### config.mk
export PLATFORM = sky130hd
export DESIGN_NAME = regfile_access_ctrl_flat
export DESIGN_NICKNAME = d
export VERILOG_FILES = /design/src/rtl/regfile_pkg.sv /design/src/rtl/regfile_access_ctrl_if.sv /design/src/rtl/onehot_decoder.sv /design/src/rtl/regfile_access_ctrl.sv /design/src/flat_wrapper.sv
export SDC_FILE = /design/constraint.sdc
export NUM_CORES = 1
export LEC_CHECK = 0
export BUFFER_PORTS_ARGS = -buffer_cell sky130_fd_sc_hd__buf_2
export CAP_MARGIN = 40
export CORE_MARGIN = 2
export CORE_UTILIZATION = 49
export DETAILED_ROUTE_END_ITERATION = 6
export PLACE_DENSITY = 0.8
export SYNTH_ARGS = -nofsm -noshare
export SYNTH_HDL_FRONTEND = slang
export SYNTH_SLANG_ARGS = --single-unit
export TNS_END_PERCENT = 1
### constraint.sdc
create_clock -name clk -period 7.75 [get_ports clk]
set_input_delay 0 -clock clk [delete_from_list [all_inputs] [get_ports clk]]
set_output_delay 0 -clock clk [all_outputs]
set_load 0.01 [all_outputs]
### src/rtl/regfile_pkg.sv
// Shared sizing defaults and controller state encoding for the register-array
// access path (controller, array wrapper and bench).
package regfile_pkg;

  localparam int NUM_REGS = 32;
  localparam int ADDR_W   = 5;
  localparam int DATA_W   = 32;

  typedef enum logic [2:0] {
    IDLE,
    W_SETUP,
    W_STROBE,
    W_HOLD,
    R_SETUP,
    R_SAMPLE,
    RESP
  } ctrl_state_t;

endpackage

### src/rtl/regfile_access_ctrl_if.sv
// Request/response channels plus the register-array pins of the access controller.
// slave = the controller, master = the requester together with the array it fronts.
interface regfile_access_ctrl_if #(
  parameter int NUM_REGS = regfile_pkg::NUM_REGS,
  parameter int ADDR_W   = regfile_pkg::ADDR_W,
  parameter int DATA_W   = regfile_pkg::DATA_W
);

  logic                req_valid;
  logic                req_ready;
  logic                req_write;
  logic [ADDR_W-1:0]   req_addr_w;
  logic [ADDR_W-1:0]   req_addr_a;
  logic [ADDR_W-1:0]   req_addr_b;
  logic [DATA_W-1:0]   req_data;

  logic                resp_valid;
  logic                resp_ready;
  logic [DATA_W-1:0]   resp_data1;
  logic [DATA_W-1:0]   resp_data2;

  logic                reg_write;
  logic [NUM_REGS-1:0] write_address;
  logic [DATA_W-1:0]   write_data;
  logic [NUM_REGS-1:0] read_address1;
  logic [NUM_REGS-1:0] read_address2;
  logic [DATA_W-1:0]   read_data1;
  logic [DATA_W-1:0]   read_data2;

  modport slave (
    input  req_valid, req_write, req_addr_w, req_addr_a, req_addr_b, req_data,
    input  resp_ready, read_data1, read_data2,
    output req_ready, resp_valid, resp_data1, resp_data2,
    output reg_write, write_address, write_data, read_address1, read_address2
  );

  modport master (
    output req_valid, req_write, req_addr_w, req_addr_a, req_addr_b, req_data,
    output resp_ready, read_data1, read_data2,
    input  req_ready, resp_valid, resp_data1, resp_data2,
    input  reg_write, write_address, write_data, read_address1, read_address2
  );

endinterface

### src/rtl/onehot_decoder.sv
// Register index to one-hot select; indices at or beyond NUM_REGS give all zeros
// and a low valid flag.
module onehot_decoder #(
  parameter int ADDR_W   = 5,
  parameter int NUM_REGS = 32
) (
  input  logic [ADDR_W-1:0]   addr,
  output logic [NUM_REGS-1:0] onehot,
  output logic                valid
);

  genvar gi;
  generate
    for (gi = 0; gi < NUM_REGS; gi++) begin : g_bit
      assign onehot[gi] = (32'(addr) == gi);
    end
  endgenerate

  assign valid = |onehot;

endmodule

### src/rtl/regfile_access_ctrl.sv
// Sequencer that turns write / dual-read requests into registered, glitch-free
// select and strobe sequences on the register array and returns read data.
module regfile_access_ctrl #(
  parameter int NUM_REGS = regfile_pkg::NUM_REGS,
  parameter int ADDR_W   = regfile_pkg::ADDR_W,
  parameter int DATA_W   = regfile_pkg::DATA_W
) (
  input logic                  clk,
  input logic                  rst,
  regfile_access_ctrl_if.slave bus
);

  import regfile_pkg::*;

  ctrl_state_t         state_reg, state_next;
  logic                req_ready_reg, req_ready_next;
  logic                resp_valid_reg, resp_valid_next;
  logic [DATA_W-1:0]   resp_data1_reg, resp_data1_next;
  logic [DATA_W-1:0]   resp_data2_reg, resp_data2_next;
  logic                reg_write_reg, reg_write_next;
  logic [NUM_REGS-1:0] write_address_reg, write_address_next;
  logic [DATA_W-1:0]   write_data_reg, write_data_next;
  logic [NUM_REGS-1:0] read_address1_reg, read_address1_next;
  logic [NUM_REGS-1:0] read_address2_reg, read_address2_next;
  logic                a_valid_reg, a_valid_next;
  logic                b_valid_reg, b_valid_next;

  // Decode straight from the request so the selects can be registered on the
  // accepting edge; index 0 = write, 1 = read port 1, 2 = read port 2.
  logic [ADDR_W-1:0]   dec_addr   [3];
  logic [NUM_REGS-1:0] dec_onehot [3];
  logic [2:0]          dec_valid;

  assign dec_addr[0] = bus.req_addr_w;
  assign dec_addr[1] = bus.req_addr_a;
  assign dec_addr[2] = bus.req_addr_b;

  genvar gi;
  generate
    for (gi = 0; gi < 3; gi++) begin : g_dec
      onehot_decoder #(
        .ADDR_W   (ADDR_W),
        .NUM_REGS (NUM_REGS)
      ) u_dec (
        .addr   (dec_addr[gi]),
        .onehot (dec_onehot[gi]),
        .valid  (dec_valid[gi])
      );
    end
  endgenerate

  always_comb begin
    state_next         = state_reg;
    req_ready_next     = req_ready_reg;
    resp_valid_next    = resp_valid_reg;
    resp_data1_next    = resp_data1_reg;
    resp_data2_next    = resp_data2_reg;
    reg_write_next     = reg_write_reg;
    write_address_next = write_address_reg;
    write_data_next    = write_data_reg;
    read_address1_next = read_address1_reg;
    read_address2_next = read_address2_reg;
    a_valid_next       = a_valid_reg;
    b_valid_next       = b_valid_reg;

    case (state_reg)
      IDLE: begin
        if (bus.req_valid && req_ready_reg) begin
          req_ready_next = 1'b0;
          if (bus.req_write) begin
            write_address_next = dec_valid[0] ? dec_onehot[0] : '0;
            write_data_next    = bus.req_data;
            state_next         = W_SETUP;
          end else begin
            read_address1_next = dec_valid[1] ? dec_onehot[1] : '0;
            read_address2_next = dec_valid[2] ? dec_onehot[2] : '0;
            a_valid_next       = dec_valid[1];
            b_valid_next       = dec_valid[2];
            state_next         = R_SETUP;
          end
        end
      end
      W_SETUP: begin
        reg_write_next = 1'b1;
        state_next     = W_STROBE;
      end
      W_STROBE: begin
        reg_write_next = 1'b0;
        state_next     = W_HOLD;
      end
      W_HOLD: begin
        write_address_next = '0;
        req_ready_next     = 1'b1;
        state_next         = IDLE;
      end
      R_SETUP: begin
        state_next = R_SAMPLE;
      end
      R_SAMPLE: begin
        // An unselected port leaves its bus floating, so never sample it.
        resp_data1_next    = a_valid_reg ? bus.read_data1 : '0;
        resp_data2_next    = b_valid_reg ? bus.read_data2 : '0;
        read_address1_next = '0;
        read_address2_next = '0;
        resp_valid_next    = 1'b1;
        state_next         = RESP;
      end
      RESP: begin
        if (bus.resp_ready) begin
          resp_valid_next = 1'b0;
          req_ready_next  = 1'b1;
          state_next      = IDLE;
        end
      end
      default: begin
        req_ready_next     = 1'b1;
        resp_valid_next    = 1'b0;
        reg_write_next     = 1'b0;
        write_address_next = '0;
        read_address1_next = '0;
        read_address2_next = '0;
        state_next         = IDLE;
      end
    endcase
  end

  always_ff @(posedge clk or posedge rst) begin
    if (rst) begin
      state_reg         <= IDLE;
      req_ready_reg     <= 1'b1;
      resp_valid_reg    <= 1'b0;
      resp_data1_reg    <= '0;
      resp_data2_reg    <= '0;
      reg_write_reg     <= 1'b0;
      write_address_reg <= '0;
      write_data_reg    <= '0;
      read_address1_reg <= '0;
      read_address2_reg <= '0;
      a_valid_reg       <= 1'b0;
      b_valid_reg       <= 1'b0;
    end else begin
      state_reg         <= state_next;
      req_ready_reg     <= req_ready_next;
      resp_valid_reg    <= resp_valid_next;
      resp_data1_reg    <= resp_data1_next;
      resp_data2_reg    <= resp_data2_next;
      reg_write_reg     <= reg_write_next;
      write_address_reg <= write_address_next;
      write_data_reg    <= write_data_next;
      read_address1_reg <= read_address1_next;
      read_address2_reg <= read_address2_next;
      a_valid_reg       <= a_valid_next;
      b_valid_reg       <= b_valid_next;
    end
  end

  assign bus.req_ready     = req_ready_reg;
  assign bus.resp_valid    = resp_valid_reg;
  assign bus.resp_data1    = resp_data1_reg;
  assign bus.resp_data2    = resp_data2_reg;
  assign bus.reg_write     = reg_write_reg;
  assign bus.write_address = write_address_reg;
  assign bus.write_data    = write_data_reg;
  assign bus.read_address1 = read_address1_reg;
  assign bus.read_address2 = read_address2_reg;

endmodule

### src/flat_wrapper.sv
// flat-port wrapper written by rule: the top's interface ports become plain ports
module regfile_access_ctrl_flat import regfile_pkg::*;
#(
  parameter int NUM_REGS = regfile_pkg::NUM_REGS,
  parameter int ADDR_W   = regfile_pkg::ADDR_W,
  parameter int DATA_W   = regfile_pkg::DATA_W
)
  (clk, rst, bus_req_valid, bus_req_write, bus_req_addr_w, bus_req_addr_a, bus_req_addr_b, bus_req_data, bus_resp_ready, bus_read_data1, bus_read_data2, bus_req_ready, bus_resp_valid, bus_resp_data1, bus_resp_data2, bus_reg_write, bus_write_address, bus_write_data, bus_read_address1, bus_read_address2);
  regfile_access_ctrl_if #(.NUM_REGS(NUM_REGS), .ADDR_W(ADDR_W), .DATA_W(DATA_W)) bus_i ();
  input logic clk;
  input logic rst;
  input wire logic [$bits(bus_i.req_valid)-1:0] bus_req_valid;
  input wire logic [$bits(bus_i.req_write)-1:0] bus_req_write;
  input wire logic [$bits(bus_i.req_addr_w)-1:0] bus_req_addr_w;
  input wire logic [$bits(bus_i.req_addr_a)-1:0] bus_req_addr_a;
  input wire logic [$bits(bus_i.req_addr_b)-1:0] bus_req_addr_b;
  input wire logic [$bits(bus_i.req_data)-1:0] bus_req_data;
  input wire logic [$bits(bus_i.resp_ready)-1:0] bus_resp_ready;
  input wire logic [$bits(bus_i.read_data1)-1:0] bus_read_data1;
  input wire logic [$bits(bus_i.read_data2)-1:0] bus_read_data2;
  output wire logic [$bits(bus_i.req_ready)-1:0] bus_req_ready;
  output wire logic [$bits(bus_i.resp_valid)-1:0] bus_resp_valid;
  output wire logic [$bits(bus_i.resp_data1)-1:0] bus_resp_data1;
  output wire logic [$bits(bus_i.resp_data2)-1:0] bus_resp_data2;
  output wire logic [$bits(bus_i.reg_write)-1:0] bus_reg_write;
  output wire logic [$bits(bus_i.write_address)-1:0] bus_write_address;
  output wire logic [$bits(bus_i.write_data)-1:0] bus_write_data;
  output wire logic [$bits(bus_i.read_address1)-1:0] bus_read_address1;
  output wire logic [$bits(bus_i.read_address2)-1:0] bus_read_address2;
  assign bus_i.req_valid = bus_req_valid;
  assign bus_i.req_write = bus_req_write;
  assign bus_i.req_addr_w = bus_req_addr_w;
  assign bus_i.req_addr_a = bus_req_addr_a;
  assign bus_i.req_addr_b = bus_req_addr_b;
  assign bus_i.req_data = bus_req_data;
  assign bus_i.resp_ready = bus_resp_ready;
  assign bus_i.read_data1 = bus_read_data1;
  assign bus_i.read_data2 = bus_read_data2;
  assign bus_req_ready = bus_i.req_ready;
  assign bus_resp_valid = bus_i.resp_valid;
  assign bus_resp_data1 = bus_i.resp_data1;
  assign bus_resp_data2 = bus_i.resp_data2;
  assign bus_reg_write = bus_i.reg_write;
  assign bus_write_address = bus_i.write_address;
  assign bus_write_data = bus_i.write_data;
  assign bus_read_address1 = bus_i.read_address1;
  assign bus_read_address2 = bus_i.read_address2;
  regfile_access_ctrl #(.NUM_REGS(NUM_REGS), .ADDR_W(ADDR_W), .DATA_W(DATA_W)) u_core (.clk(clk), .rst(rst), .bus(bus_i));
endmodule
# Word level (Yosys, flattened, before mapping)
# Cells that the tools add are included.
[word_totals] in_bits=116 word_cells=164 output_inout_bits=195 register_bits=200
[op_classes] mux=24 eq_ne=103 reduce_logical=20 bitwise=5
[op_table] op="32-bit two-way mux" n=11
[op_table] op="5-bit equality test (second input constant)" n=48
[op_table] op="32-bit case mux with 2 select lines" n=3
[op_table] op="5-bit by 4-bit equality test with 1-bit output (second input constant)" n=24
[op_table] op="32-bit OR reduction" n=3
[op_table] op="5-bit by 3-bit equality test with 1-bit output (second input constant)" n=12
[op_table] op="5-bit by 2-bit equality test with 1-bit output (second input constant)" n=6
[op_table] op="5-bit OR reduction" n=4
[op_table] op="3-bit case mux with 6 select lines" n=1
[op_table] op="5-bit by 1-bit equality test with 1-bit output (second input constant)" n=3
[op_table] op="5-bit logical NOT" n=3
[op_table] op="3-bit AND reduction" n=5
[op_table] op="3-bit equality test (second input constant)" n=3
[op_table] op="3-bit two-way mux" n=3
[op_table] op="3-bit by 2-bit equality test with 1-bit output (second input constant)" n=2
[op_table] op="2-bit inequality test (second input constant)" n=3
[op_table] op="1-bit case mux with 3 select lines" n=2
[op_table] op="1-bit NOT" n=5
[op_table] op="2-bit AND reduction" n=2
[op_table] op="4-bit OR reduction" n=1
[op_table] op="3-bit by 1-bit equality test with 1-bit output (second input constant)" n=1
[op_table] op="3-bit logical NOT" n=1
[op_table] op="1-bit two-way mux" n=3
[op_table] op="2-bit by 1-bit inequality test with 1-bit output (second input constant)" n=1
[op_table] op="other kinds (2)" n=2

# Longest topological paths before layout
# Gate-level depths: netlist of run 1.
[logic_depth] ltp_word=6 depth_mapped=8 depth_no_buf=4

# Cells and area by module
# A second synthesis of run 1 with hierarchy kept.
[unflattened] cells_unflattened=751 area_unflattened_um2=8189.1
[by_module_without_submodules] module="regfile_access_ctrl" n_inst=1 area_per_inst_um2=7505.9 cells_each=604 seq_area_each_um2=5006.1
[by_module_without_submodules] module="onehot_decoder" n_inst=3 area_per_inst_um2=227.7 cells_each=49 seq_area_each_um2=0.0

# Worst setup path before layout of run 1
# No wires, ideal clock.
[synth_timing] kind="reg-to-reg" start="register u_core.req_ready_reg (netlist: u_core.bus.req_ready)" end="register u_core.write_data_reg[0] (netlist: u_core.bus.write_data[0])" setup_slack_ns=6.010 path_buffers=2 stages_incl_launch_ff=6 synth_period_minus_slack_ns=1.740 setup_ns=0.125 arrival_ns=1.615 cell_sequence="dfstp_2 -> nor4b_4 -> and2_1 -> buf_4 -> buf_6 -> mux2_2"
[synth_via] elab_chain_len=2
[synth_rtl] item="from (decl)" line="regfile_access_ctrl.sv:16" source="logic req_ready_reg, req_ready_next;"
[synth_rtl] item="from (signal assigned)" line="regfile_access_ctrl.sv:143" source="req_ready_reg <= req_ready_next;"
[synth_rtl] item="1-bit logical AND" line="regfile_access_ctrl.sv:68" source="if (bus.req_valid && req_ready_reg) begin"
[synth_rtl] item="3-bit AND reduction (no line)"
[synth_rtl] item="to (signal assigned)" line="regfile_access_ctrl.sv:149" source="write_data_reg <= write_data_next;"
[synth_rtl] item="to (decl)" line="regfile_access_ctrl.sv:22" source="logic [DATA_W-1:0] write_data_reg, write_data_next;"
# Every way passes these cells.
# A chain may end at the register's enable or synchronous reset.

# Worst setup path after layout of run 1
[layout_timing] start="register u_core.state_reg[0]" end="register u_core.read_address1_reg[18] (netlist: u_core.bus.read_address1[18])"
[layout_via] elab_chain_len=4
[layout_rtl] item="from (decl)" line="regfile_access_ctrl.sv:15" source="ctrl_state_t state_reg, state_next;"
[layout_rtl] item="from (signal assigned)" line="regfile_access_ctrl.sv:142" source="state_reg <= state_next;"
[layout_rtl] item="3-bit by 2-bit equality test with 1-bit output (tied with other cells)" line="regfile_access_ctrl.sv:66" source="case (state_reg)"
[layout_rtl] item="5-bit OR reduction (no line)"
[layout_rtl] item="1-bit NOT (no line)"
[layout_rtl] item="3-bit AND reduction (no line)"
[layout_rtl] item="to (signal assigned)" line="regfile_access_ctrl.sv:150" source="read_address1_reg <= read_address1_next;"
[layout_rtl] item="to (decl)" line="regfile_access_ctrl.sv:23" source="logic [NUM_REGS-1:0] read_address1_reg, read_address1_next;"
# Parallel ways exist; a longest one is shown, timed or not.

==> run summary, run 1 <==
status - complete, no violations
root buf cell - sky130_fd_sc_hd__clkbuf_16
maximum single-stage delay on the critical path - 850 ps
Seq pwr share - 43.5%
final RePlAce weighted congestion - 0.815
critical-path cell with the highest stage delay - sky130_fd_sc_hd__dfrtp_1
Final setup violation count - 0
maximum operating frequency - 0.353 GHz
Area after DPL - 9890 µm²
Power Density - 319 nW/µm²
Routed Antenna Nets - 0
CTS clk-pin slew, worst paths - 70 ps
detailed-route wire length per cell - 18.2 µm
proportion of synthesized flip-flops having asynchronous set or reset - 100%
clock latency reported for the late side of the worst-skew pair - 430 ps
Mapped Cells - 765
hold-fix buffer count after cts - 112
number of placement rows - 47
number of I/O port buffers - 310
TritonRoute pass-1 iters - 5
number of DRC markers in iteration 0 - 511
Slew Viols, Final - 0
number of resized instances in the post-cts repair step - 0
Yosys Warn Count - 0
ratio of final minimum period to clock period - 36.6%
number of vias per cell after detailed routing - 5.34
Total Neg Setup Slack - 0 ps
TritonCTS clock tree - done
Fillers - 1188
Hold Fails Final Rpt - 0
number of distinct library cells after synthesis - 40
Die Width - 133 µm
leading register cell type out of synthesis - sky130_fd_sc_hd__dfrtp_1
number of clock buffers inserted by TritonCTS - 17
fraction of power consumed by combinational cells - 34.2%
fraction of final layout cells with drive strength greater than 1 - 33.8%
Total Wirelength - 25.2 mm
NetSw - 1.37 mW
antenna violations before repair - 0
CP Capture Type - register
post-route cell area - 11500 µm²
EDFF count, synth - 0
number of ports placed on the die boundary - 311
category of the critical setup timing path - reg -> reg
min-delay worst type - in -> reg
total core area - 16500 µm²
setup repair after global routing missed its margin - no
Max rail drop VDD - 170 µV
number of max-capacitance violations reported - 0
leakage power summed over all cells - 5.89 nW
half-perimeter wire length after detailed placement - 15.4 mm
proportion of total power due to net switching - 37.3%
maximum number of pins on one net before global-route repair - 93
CP cell instances - nor4b_4, a22oi_2, buf_4, buf_12, nand2_1, o41ai_2, dlygate4sd3_1
global-route wire length before repair - 39.5 mm
maximum fanout count along the critical path - 69
Worst Clk Skew - 14.6 ps
net count of the mapped netlist - 881
mean area per synthesized cell - 10.7 µm²
number of global-route vias before repair - 7306
maximum clock insertion buffer count - 2
Layout Nets - 1269
type of origin of the critical path - register
post-synthesis cell area - 8200 µm²
headroom to the max-slew limit - 48.2%
Die Span Y - 133 µm
Area Overhead vs Synth - 40.8%
clock network fraction of design power - 22.3%
count of vias placed by the detailed router - 7398
Antenna Cells - 0
cell-internal power - 2.31 mW
buffer count from post-CTS setup fixing - 0
measured slew at the worst slew-check pin - 777 ps
flop and latch count out of synthesis - 200
min Tclk post-route - 2840 ps
global-route total usage across every layer - 28.4%
remaining global-route overflow - 0
required time reported for the critical path endpoint - 8120 ps
endpoint arrival time on the critical path - 3200 ps
H-tree depth - 4
starting utilization of the core area - 49.8%
Total Die Area - 17800 µm²
sink count of the clock tree - 200
number of remaining DRC errors - 0
portion of the post-synthesis area used by sequential elements - 61.1%
-- path summary, 6_finish.rpt --
check                                                    startpoint                                       end  cells after the start  slack, ps
min                                               bus_req_addr_b[4]   u_core.bus.read_address2[3]$_DFFE_PP0P_                      4         20
min reg2reg                u_core.bus.write_address[11]$_DFFE_PP0P_  u_core.bus.write_address[11]$_DFFE_PP0P_                      2        470
max reg2reg                         u_core.state_reg[0]$_DFFE_PP0P_  u_core.bus.read_address1[18]$_DFFE_PP0P_                      7       4910
min in group asynchronous                                       rst      u_core.bus.write_data[1]$_DFFE_PP0P_                      3        140
max in group asynchronous                                       rst      u_core.bus.write_data[3]$_DFFE_PP0P_                      5       6650
max                                 u_core.state_reg[0]$_DFFE_PP0P_  u_core.bus.read_address1[18]$_DFFE_PP0P_                      7       4910
-- cells in the mapped netlist (2+ instances only) --
library cell / instances / area (µm²)
sky130_fd_sc_hd__a211oi_1: 2 / 15.0
sky130_fd_sc_hd__a21boi_0: 2 / 15.0
sky130_fd_sc_hd__a22oi_2: 2 / 25.0
sky130_fd_sc_hd__a32o_1: 2 / 20.0
sky130_fd_sc_hd__and2_1: 2 / 12.5
sky130_fd_sc_hd__buf_1: 10 / 37.5
sky130_fd_sc_hd__buf_2: 8 / 40.0
sky130_fd_sc_hd__buf_4: 2 / 15.0
sky130_fd_sc_hd__buf_6: 12 / 135
sky130_fd_sc_hd__clkbuf_1: 31 / 116
sky130_fd_sc_hd__dfrtp_1: 199 / 4980
sky130_fd_sc_hd__inv_1: 2 / 7.51
sky130_fd_sc_hd__mux2_1: 3 / 33.8
sky130_fd_sc_hd__mux2_2: 29 / 327
sky130_fd_sc_hd__nand2_1: 243 / 912
sky130_fd_sc_hd__nand2b_1: 13 / 81.3
sky130_fd_sc_hd__nand3_1: 7 / 35.0
sky130_fd_sc_hd__nand3b_1: 4 / 30.0
sky130_fd_sc_hd__nor2_1: 7 / 26.3
sky130_fd_sc_hd__nor2b_1: 3 / 18.8
sky130_fd_sc_hd__nor3_1: 2 / 10.0
sky130_fd_sc_hd__nor4_1: 2 / 12.5
sky130_fd_sc_hd__nor4b_1: 2 / 17.5
sky130_fd_sc_hd__o21ai_0: 66 / 330
sky130_fd_sc_hd__o22a_1: 2 / 17.5
sky130_fd_sc_hd__o31ai_1: 80 / 601
sky130_fd_sc_hd__o41ai_1: 8 / 70.1
sky130_fd_sc_hd__o41ai_2: 8 / 130
-- layer usage --
| metal | global-route usage, % | routed length [µm] | vias up |
|---|---|---|---|
| met5 | 0 | 0 | - |
| met4 | 14.8 | 1110 | 0 |
| met3 | 7.69 | 1840 | 89 |
| met2 | 46.5 | 12500 | 334 |
| met1 | 34.6 | 9730 | 3554 |
| li1 | - | - | 3421 |
-- cell type report --
cell class	instances	area (µm²)	share of cell area, %
clock buffer	24	472	4.09
clock inverter	8	62.6	0.542
inverter	3	18.8	0.163
multi-input combinational	499	2850	24.7
sequential	200	5010	43.4
tap	220	275	2.38
timing repair buffer	432	2860	24.8
-- power by group through the flow --
stage               Clock, mW  Sequential, mW  Combinational, mW
floorplan                   0            1.69              0.571
global placement            0            1.61               1.07
detailed placement          0            1.60               1.17
CTS                     0.828            1.58               1.22
global route            0.877            1.64               1.37
finish                  0.822            1.60               1.26
-- metrics by stage --
step                hold slack, ps  total power, mW  cells  util, %  setup WS [ps]
finish                        16.9             3.69   1386     70.1           4910
global route                  33.6             3.89   1386     70.1           4690
CTS                           4.46             3.62   1386     70.1           4920
detailed placement            56.0             2.77   1242     60.1           5440
global placement               217             2.68   1236     59.1           5370
floorplan                      135             2.26    765        -           2300
-- logic make-up (layout without fill, tap and decap cells) --
logic type             count (synthesis)  count (layout)  share of synthesized area (%)
and+or+nand+nor                      292             292                           15.0
DFF                                  200             200                           61.1
buffers and inverters                 66             467                           4.33
AOI/OAI and AO/OA                    175             175                           15.2
muxes                                 32              32                           4.40
-- worst max-delay path, delay by kind of cell, from the launching register on --
kind | cells | cell delay (ps)
buffers and inverters | 3 | 1470
DFF | 1 | 850
AOI/OAI and AO/OA | 2 | 230
and+or+nand+nor | 2 | 220
-- cells in the final DEF, fill, tap and decap left out, types with 6 or more instances in the layout --
master,n
sky130_fd_sc_hd__o31ai_1,80
sky130_fd_sc_hd__dfrtp_1,199
sky130_fd_sc_hd__o41ai_1,8
sky130_fd_sc_hd__nor2_1,7
sky130_fd_sc_hd__o21ai_0,66
sky130_fd_sc_hd__nand3_1,6
sky130_fd_sc_hd__buf_2,310
sky130_fd_sc_hd__mux2_2,29
sky130_fd_sc_hd__nand2b_1,13
sky130_fd_sc_hd__dlygate4sd3_1,112
sky130_fd_sc_hd__o41ai_2,8
sky130_fd_sc_hd__clkbuf_16,17
sky130_fd_sc_hd__nand2_1,243
Power figures use the tool's default switching activity.
==> inputs of run 2 (changes only) <==
ABC_AREA = 1   (was not set)
CORE_UTILIZATION = 50   (was 49)
clock period = 2.67 ns   (was 7.75 ns; I/O delays follow)
==> run summary, run 2 <==
fraction of final layout cells with drive strength greater than 1 - 24.7% (-9.1 points)
Total Neg Setup Slack - 0 ps (unchanged)
status - complete, no violations
flop and latch count out of synthesis - 200 (unchanged)
most frequent cells in the layout - sky130_fd_sc_hd__nand2_1 (427), sky130_fd_sc_hd__buf_2 (310), sky130_fd_sc_hd__dfrtp_1 (199)
mean area per synthesized cell - 8.06 µm² (-25%)
number of global-route vias before repair - 8526 (+17%)
Layout Nets - 1577 (+24%)
root buf cell - sky130_fd_sc_hd__clkbuf_16
largest cells by area after synthesis - sky130_fd_sc_hd__dfrtp_1 (57%), sky130_fd_sc_hd__nand2_1 (18%), sky130_fd_sc_hd__nand3_1 (9.4%), sky130_fd_sc_hd__nor2_1 (5.1%), sky130_fd_sc_hd__inv_1 (2.6%)
maximum clock insertion buffer count - 2 (unchanged)
end point of the worst hold path - u_core.bus.read_address1[4]$_DFFE_PP0P_
CP Capture Type - register
count of vias placed by the detailed router - 8788 (+19%)
Seq pwr share - 41.1% (-2.4 points)
leading cell type in the layout, fill and taps excluded - sky130_fd_sc_hd__nand2_1
HP Start - bus_req_addr_a[1]
Routed Antenna Nets - 0 (unchanged)
net count of the mapped netlist - 1198 (+36%)
cell family contributing the most delay on the critical path - simple AND/OR/NAND/NOR gates
CTS clk-pin slew, worst paths - 70 ps (about the same)
Die Width - 136 µm (+2.0%)
total core area - 17200 µm² (+4.3%)
leading register cell type out of synthesis - sky130_fd_sc_hd__dfrtp_1
reg-to-reg startpoint - u_core.state_reg[1]$_DFFE_PP0P_
post-synthesis cell area - 8720 µm² (+6.4%)
Hold Path Stages - 6 (+2)
clock network fraction of design power - 25.4% (+3.1 points)
proportion of total power due to net switching - 36.9% (-0.33 points)
global-route total usage across every layer - 28.6% (+0.26 points)
number of remaining DRC errors - 0 (unchanged)
portion of the post-synthesis area used by sequential elements - 57.4% (-3.7 points)
maximum operating frequency - 0.462 GHz (+31%)
number of I/O port buffers - 310 (unchanged)
antenna violations before repair - 4 (+4)
crit path buf inv count - 2 (-1)
TritonRoute pass-1 iters - 5 (unchanged)
Power Density - 909 nW/µm² (+180%)
headroom to the max-slew limit - 56.2% (+8.0 points)
starting utilization of the core area - 50.8% (+0.98 points)
measured slew at the worst slew-check pin - 657 ps (-120 ps)
number of max-capacitance violations reported - 0 (unchanged)
Area Overhead vs Synth - 37.7%
clock latency reported for the late side of the worst-skew pair - 440 ps (about the same)
category of the critical setup timing path - reg -> reg
area share of the largest cell type after synthesis - 57.1% (-3.6 points)
remaining global-route overflow - 0 (unchanged)
min Tclk post-route - 2160 ps (-672 ps)
final RePlAce weighted congestion - 0.895 (+9.9%)
maximum single-stage delay on the critical path - 460 ps (-390 ps)
type of origin of the critical path - register
number of clock buffers inserted by TritonCTS - 17 (unchanged)
sink count of the clock tree - 200 (unchanged)
number of DRC markers in iteration 0 - 683 (+34%)
proportion of synthesized flip-flops having asynchronous set or reset - 100% (unchanged)
required time reported for the critical path endpoint - 2940 ps (-5180 ps)
maximum fanout count along the critical path - 62 (-10%)
half-perimeter wire length after detailed placement - 16.2 mm (+5.5%)
TritonCTS clock tree - done
cell count of the worst reg-to-reg path - 7 (unchanged)
min-delay worst type - in -> reg
maximum number of pins on one net before global-route repair - 120 (+29%)
ratio of final minimum period to clock period - 81.0% (+44 points)
minimum setup slack among reg-to-reg paths - 510 ps (-4410 ps)
number of distinct library cells after synthesis - 20 (-50%)
leading area contributor after synthesis - sky130_fd_sc_hd__dfrtp_1
R2R Path End - u_core.bus.write_data[22]$_DFFE_PP0P_
detailed-route wire length per cell - 15.6 µm (-14%)
Yosys Warn Count - 0 (unchanged)
buffer count from post-CTS setup fixing - 0 (unchanged)
fraction of power consumed by combinational cells - 33.5% (-0.7 points)
number of resized instances in the post-cts repair step - 0 (unchanged)
global-route wire length before repair - 41.8 mm (+5.8%)
hold-fix buffer count after cts - 103 (-8.0%)
timing startpoint of the critical path - u_core.state_reg[1]$_DFFE_PP0P_
setup repair after global routing missed its margin - no
most frequent cell after synthesis - sky130_fd_sc_hd__nand2_1
critical-path cell with the highest stage delay - sky130_fd_sc_hd__dfrtp_1
number of vias per cell after detailed routing - 5.16 (-3.4%)
worst setup slack before clock tree synthesis - 629 ps (-4810 ps)
EDFF count, synth - 0 (unchanged)
NetSw - 4.03 mW (+190%)
H-tree depth - 4 (unchanged)
number of ports placed on the die boundary - 311 (unchanged)
Max rail drop VDD - 569 µV (+230%)
Total Wirelength - 26.6 mm (+5.6%)
Slew Viols, Final - 0 (unchanged)
leakage power summed over all cells - 6.88 nW (+17%)
Die Span Y - 136 µm (+2.0%)
final worst slack - 506 ps (-4410 ps)
number of placement rows - 48 (+2.1%)
CP cell instances - nor2_2, nand2_2, inv_4, nand3_4, buf_4, nand2_1, o21ai_0
endpoint arrival time on the critical path - 2440 ps (-760 ps)
Total Die Area - 18500 µm² (+4.1%)
Hold Fails Final Rpt - 0 (unchanged)
Final setup violation count - 0 (unchanged)
Fillers - 1300 (+9.4%)
Worst Clk Skew - 11.2 ps (-3.42 ps)
cell types with the highest counts after synthesis - sky130_fd_sc_hd__nand2_1 (428), sky130_fd_sc_hd__dfrtp_1 (199), sky130_fd_sc_hd__nand3_1 (164), sky130_fd_sc_hd__nor2_1 (119), sky130_fd_sc_hd__inv_1 (61)
Mapped Cells - 1082 (+41%)
post-layout util - 69.9% (-0.18 points)
cell-internal power - 6.88 mW (+200%)
[run 2: routing by layer]
layer	up-vias	wire length [µm]	track usage [%]
li1	4132	-	-
met2	437	13100	47.2
met3	102	2140	8.05
met1	4117	10100	33.6
met5	-	0	0
met4	0	1210	16.3
[run 2: worst min-delay path, cell delays in order]
cell	delay [ps]
sky130_fd_sc_hd__buf_2	110
sky130_fd_sc_hd__nor2_1	80
sky130_fd_sc_hd__nand2_1	90
sky130_fd_sc_hd__nor2_1	50
sky130_fd_sc_hd__nand2_1	50
sky130_fd_sc_hd__nand2_1	40
[run 2: cells by family after synthesis]
group	Yosys count	synth area share (%)
AO/OA/AOI/OAI	39	2.28
buffers and inverters	126	6.74
flip-flops	200	57.4
AND/OR/NAND/NOR	717	33.6
[run 2: area by class of cell]
cell class / count / area (µm²) / share of cell area [%]
sequential: 200 / 5010 / 41.7
multi-input combinational: 756 / 3140 / 26.1
timing repair buffer: 424 / 2700 / 22.5
clock buffer: 19 / 443 / 3.69
tap: 225 / 282 / 2.34
inverter: 62 / 239 / 1.99
clock inverter: 13 / 190 / 1.58
antenna: 5 / 12.5 / 0.104
[run 2: power by group through the flow]
stage	Clock (mW)	Combinational, mW	Sequential, mW
4_1_cts	2.80	3.57	4.43
3_5_place_dp	0	3.42	4.47
3_3_place_gp	0	3.30	4.46
6_report	2.77	3.66	4.49
2_1_floorplan	0	1.61	4.88
5_1_grt	2.92	4.03	4.57
[run 2: per-stage QoR]
stage	cells	power (mW)	hold WS (ps)	instance area [µm²]
floorplan	1082	6.49	133	8720
global placement	1563	7.75	211	10300
detailed placement	1564	7.89	219	10300
CTS	1699	10.8	5.13	12000
global route	1701	11.5	30.0	12000
finish	1704	10.9	21.8	12000
[run 2: how the worst max path moves through the flow]
stage / end / cells after the start
5_1_grt: u_core.bus.write_data[22]$_DFFE_PP0P_ / 7
2_1_floorplan: u_core.a_valid_reg$_DFFE_PP0P_ / 1
3_5_place_dp: u_core.bus.write_data[18]$_DFFE_PP0P_ / 7
3_3_place_gp: u_core.bus.write_data[17]$_DFFE_PP0P_ / 7
4_1_cts: u_core.bus.write_data[6]$_DFFE_PP0P_ / 7
6_report: u_core.bus.write_data[22]$_DFFE_PP0P_ / 7
==> inputs of run 3 (changes only) <==
clock period = 2 ns   (was 2.67 ns; I/O delays follow)
==> run summary, run 3 (synthesized netlist as in run 2, its figures left out) <==
status - complete, no violations
setup repair after global routing missed its margin - no
global-route total usage across every layer - 27.9% (-0.78 points)
HP Start - bus_req_addr_b[0]
Hold Fails Final Rpt - 0 (unchanged)
TritonCTS clock tree - done
H-tree depth - 4 (unchanged)
R2R Path End - u_core.bus.read_address2[9]$_DFFE_PP0P_
Worst Clk Skew - 10.4 ps (-0.783 ps)
clock latency reported for the late side of the worst-skew pair - 420 ps (-20 ps)
min-delay worst type - in -> reg
number of DRC markers in iteration 0 - 635 (-7.0%)
cell count after placement - 1568 (+0.26%)
cell count of the worst reg-to-reg path - 7 (unchanged)
required time reported for the critical path endpoint - 2350 ps (-590 ps)
measured slew at the worst slew-check pin - 660 ps (+2.31 ps)
count of placed standard cells in the final layout, fillers left out - 1706 (+0.12%)
fraction of final layout cells with drive strength greater than 1 - 24.9% (+0.22 points)
Total Neg Setup Slack - 0 ps (unchanged)
leakage power summed over all cells - 6.89 nW (+0.17%)
global-route wire length before repair - 40.8 mm (-2.3%)
maximum number of pins on one net before global-route repair - 89 (-26%)
CTS clk-pin slew, worst paths - 70 ps (about the same)
Total Die Area - 18500 µm² (unchanged)
category of the critical setup timing path - reg -> reg
total core area - 17200 µm² (unchanged)
end point of the worst hold path - u_core.bus.read_address2[2]$_DFFE_PP0P_
number of placement rows - 48 (unchanged)
number of max-capacitance violations reported - 0 (unchanged)
ratio of final minimum period to clock period - 87.9% (+6.9 points)
Die Span Y - 136 µm (unchanged)
detailed-route wire length per cell - 15.4 µm (-1.0%)
half-perimeter wire length after detailed placement - 16.3 mm (+0.58%)
Die Width - 136 µm (unchanged)
worst setup slack before clock tree synthesis - 175 ps (-454 ps)
number of clock buffers inserted by TritonCTS - 17 (unchanged)
root buf cell - sky130_fd_sc_hd__clkbuf_16
minimum setup slack among reg-to-reg paths - 240 ps (-260 ps)
maximum operating frequency - 0.569 GHz (+23%)
maximum fanout count along the critical path - 64 (+3.2%)
count of vias placed by the detailed router - 8751 (-0.42%)
final worst slack - 242 ps (-264 ps)
antenna violations before repair - 3 (-1)
TritonRoute pass-1 iters - 6 (+1)
post-layout util - 69.9% (about the same)
most frequent cells in the layout - sky130_fd_sc_hd__nand2_1 (427), sky130_fd_sc_hd__buf_2 (310), sky130_fd_sc_hd__dfrtp_1 (199)
final hold slack - 27.5 ps (+5.64 ps)
endpoint arrival time on the critical path - 2110 ps (-330 ps)
min Tclk post-route - 1760 ps (-406 ps)
type of origin of the critical path - register
Area Overhead vs Synth - 37.8% (about the same)
sink count of the clock tree - 200 (unchanged)
Layout Nets - 1581 (+0.25%)
number of ports placed on the die boundary - 311 (unchanged)
Power Density - 1180 nW/µm² (+30%)
number of I/O port buffers - 310 (unchanged)
leading cell type in the layout, fill and taps excluded - sky130_fd_sc_hd__nand2_1
reg-to-reg startpoint - u_core.state_reg[2]$_DFFE_PP0P_
number of vias per cell after detailed routing - 5.13 (-0.54%)
number of global-route vias before repair - 8422 (-1.2%)
CP Capture Type - register
final RePlAce weighted congestion - 0.904 (+1.0%)
headroom to the max-slew limit - 56.0% (-0.15 points)
starting utilization of the core area - 50.8% (unchanged)
buffer count from post-CTS setup fixing - 0 (unchanged)
Total Wirelength - 26.3 mm (-0.90%)
Hold Path Stages - 6 (unchanged)
remaining global-route overflow - 0 (unchanged)
Max rail drop VDD - 653 µV (+15%)
Routed Antenna Nets - 0 (unchanged)
Final setup violation count - 0 (unchanged)
Slew Viols, Final - 0 (unchanged)
maximum clock insertion buffer count - 2 (unchanged)
number of remaining DRC errors - 0 (unchanged)
-- run 3: cell types whose count changed in the layout (fill, tap and decap cells not counted) --
cell and delta:
sky130_fd_sc_hd__clkinvlp_4 -2, sky130_fd_sc_hd__nand3_2 +1, sky130_fd_sc_hd__clkinv_2 +3, sky130_fd_sc_hd__buf_6 +1
sky130_fd_sc_hd__clkbuf_8 +1, sky130_fd_sc_hd__dlygate4sd3_1 -1, sky130_fd_sc_hd__inv_6 -1, sky130_fd_sc_hd__bufinv_16 -3
sky130_fd_sc_hd__inv_8 -1, sky130_fd_sc_hd__clkinv_4 +2, sky130_fd_sc_hd__buf_12 +4, sky130_fd_sc_hd__buf_4 -1
sky130_fd_sc_hd__diode_2 -1
-- run 3: worst max-delay path, stage by stage (launching register included) --
cell,delay (ps)
sky130_fd_sc_hd__dfrtp_1,420
sky130_fd_sc_hd__inv_1,120
sky130_fd_sc_hd__nand2_2,130
sky130_fd_sc_hd__nor2_2,50
sky130_fd_sc_hd__nand2_2,130
sky130_fd_sc_hd__buf_4,530
sky130_fd_sc_hd__nand3_1,140
sky130_fd_sc_hd__nand2_1,120
-- run 3: per-layer routing --
layer | share of wire [%] | global-route usage, %
met5 | 0 | 0
met4 | 4.5 | 14.9
met3 | 8.2 | 6.30
met2 | 49 | 45.6
met1 | 39 | 34.5
-- run 3: through the flow --
| step | instance area [µm²] | power, mW |
|---|---|---|
| finish | 12000 | 14.2 |
| global route | 12000 | 15.0 |
| CTS | 12000 | 14.1 |
| detailed placement | 10400 | 10.6 |
| global placement | 10400 | 10.5 |
| floorplan | 8720 | 8.66 |
-- run 3: how the worst max path moves through the flow --
stage,depth (start not counted),slack (ps),start,endpoint
finish,7,240,u_core.state_reg[2]$_DFFE_PP0P_,u_core.bus.read_address2[9]$_DFFE_PP0P_
global route,7,80,u_core.state_reg[2]$_DFFE_PP0P_,u_core.bus.read_address1[29]$_DFFE_PP0P_
CTS,8,150,u_core.state_reg[0]$_DFFE_PP0P_,u_core.bus.write_address[4]$_DFFE_PP0P_
detailed placement,8,170,u_core.state_reg[0]$_DFFE_PP0P_,u_core.bus.write_address[22]$_DFFE_PP0P_
global placement,8,280,u_core.state_reg[0]$_DFFE_PP0P_,u_core.bus.write_address[23]$_DFFE_PP0P_
floorplan,1,-590,rst,u_core.a_valid_reg$_DFFE_PP0P_
-- run 3: final cells by class --
| cell class | instances | area [µm²] |
|---|---|---|
| clock inverter | 11 | 97.6 |
| multi-input combinational | 757 | 3150 |
| timing repair buffer | 427 | 2780 |
| fill | 1261 | 5160 |
| inverter | 62 | 239 |
| clock buffer | 20 | 457 |
| tap | 225 | 282 |
| sequential | 200 | 5010 |
| antenna | 4 | 10.0 |
-- run 3: what timing repair did --
item,CTS,global route
setup endpoints to repair,0,31
hold buffers,102,0
resized for setup,0,1
hold endpoints to repair,304,0
-- run 3: power breakdown --
group	switching, mW	total, mW	leakage [nW]	internal (mW)
logic	3.12	4.96	4.02	1.84
clock network	1.49	3.27	0.276	1.78
registers	0.679	5.94	2.60	5.26
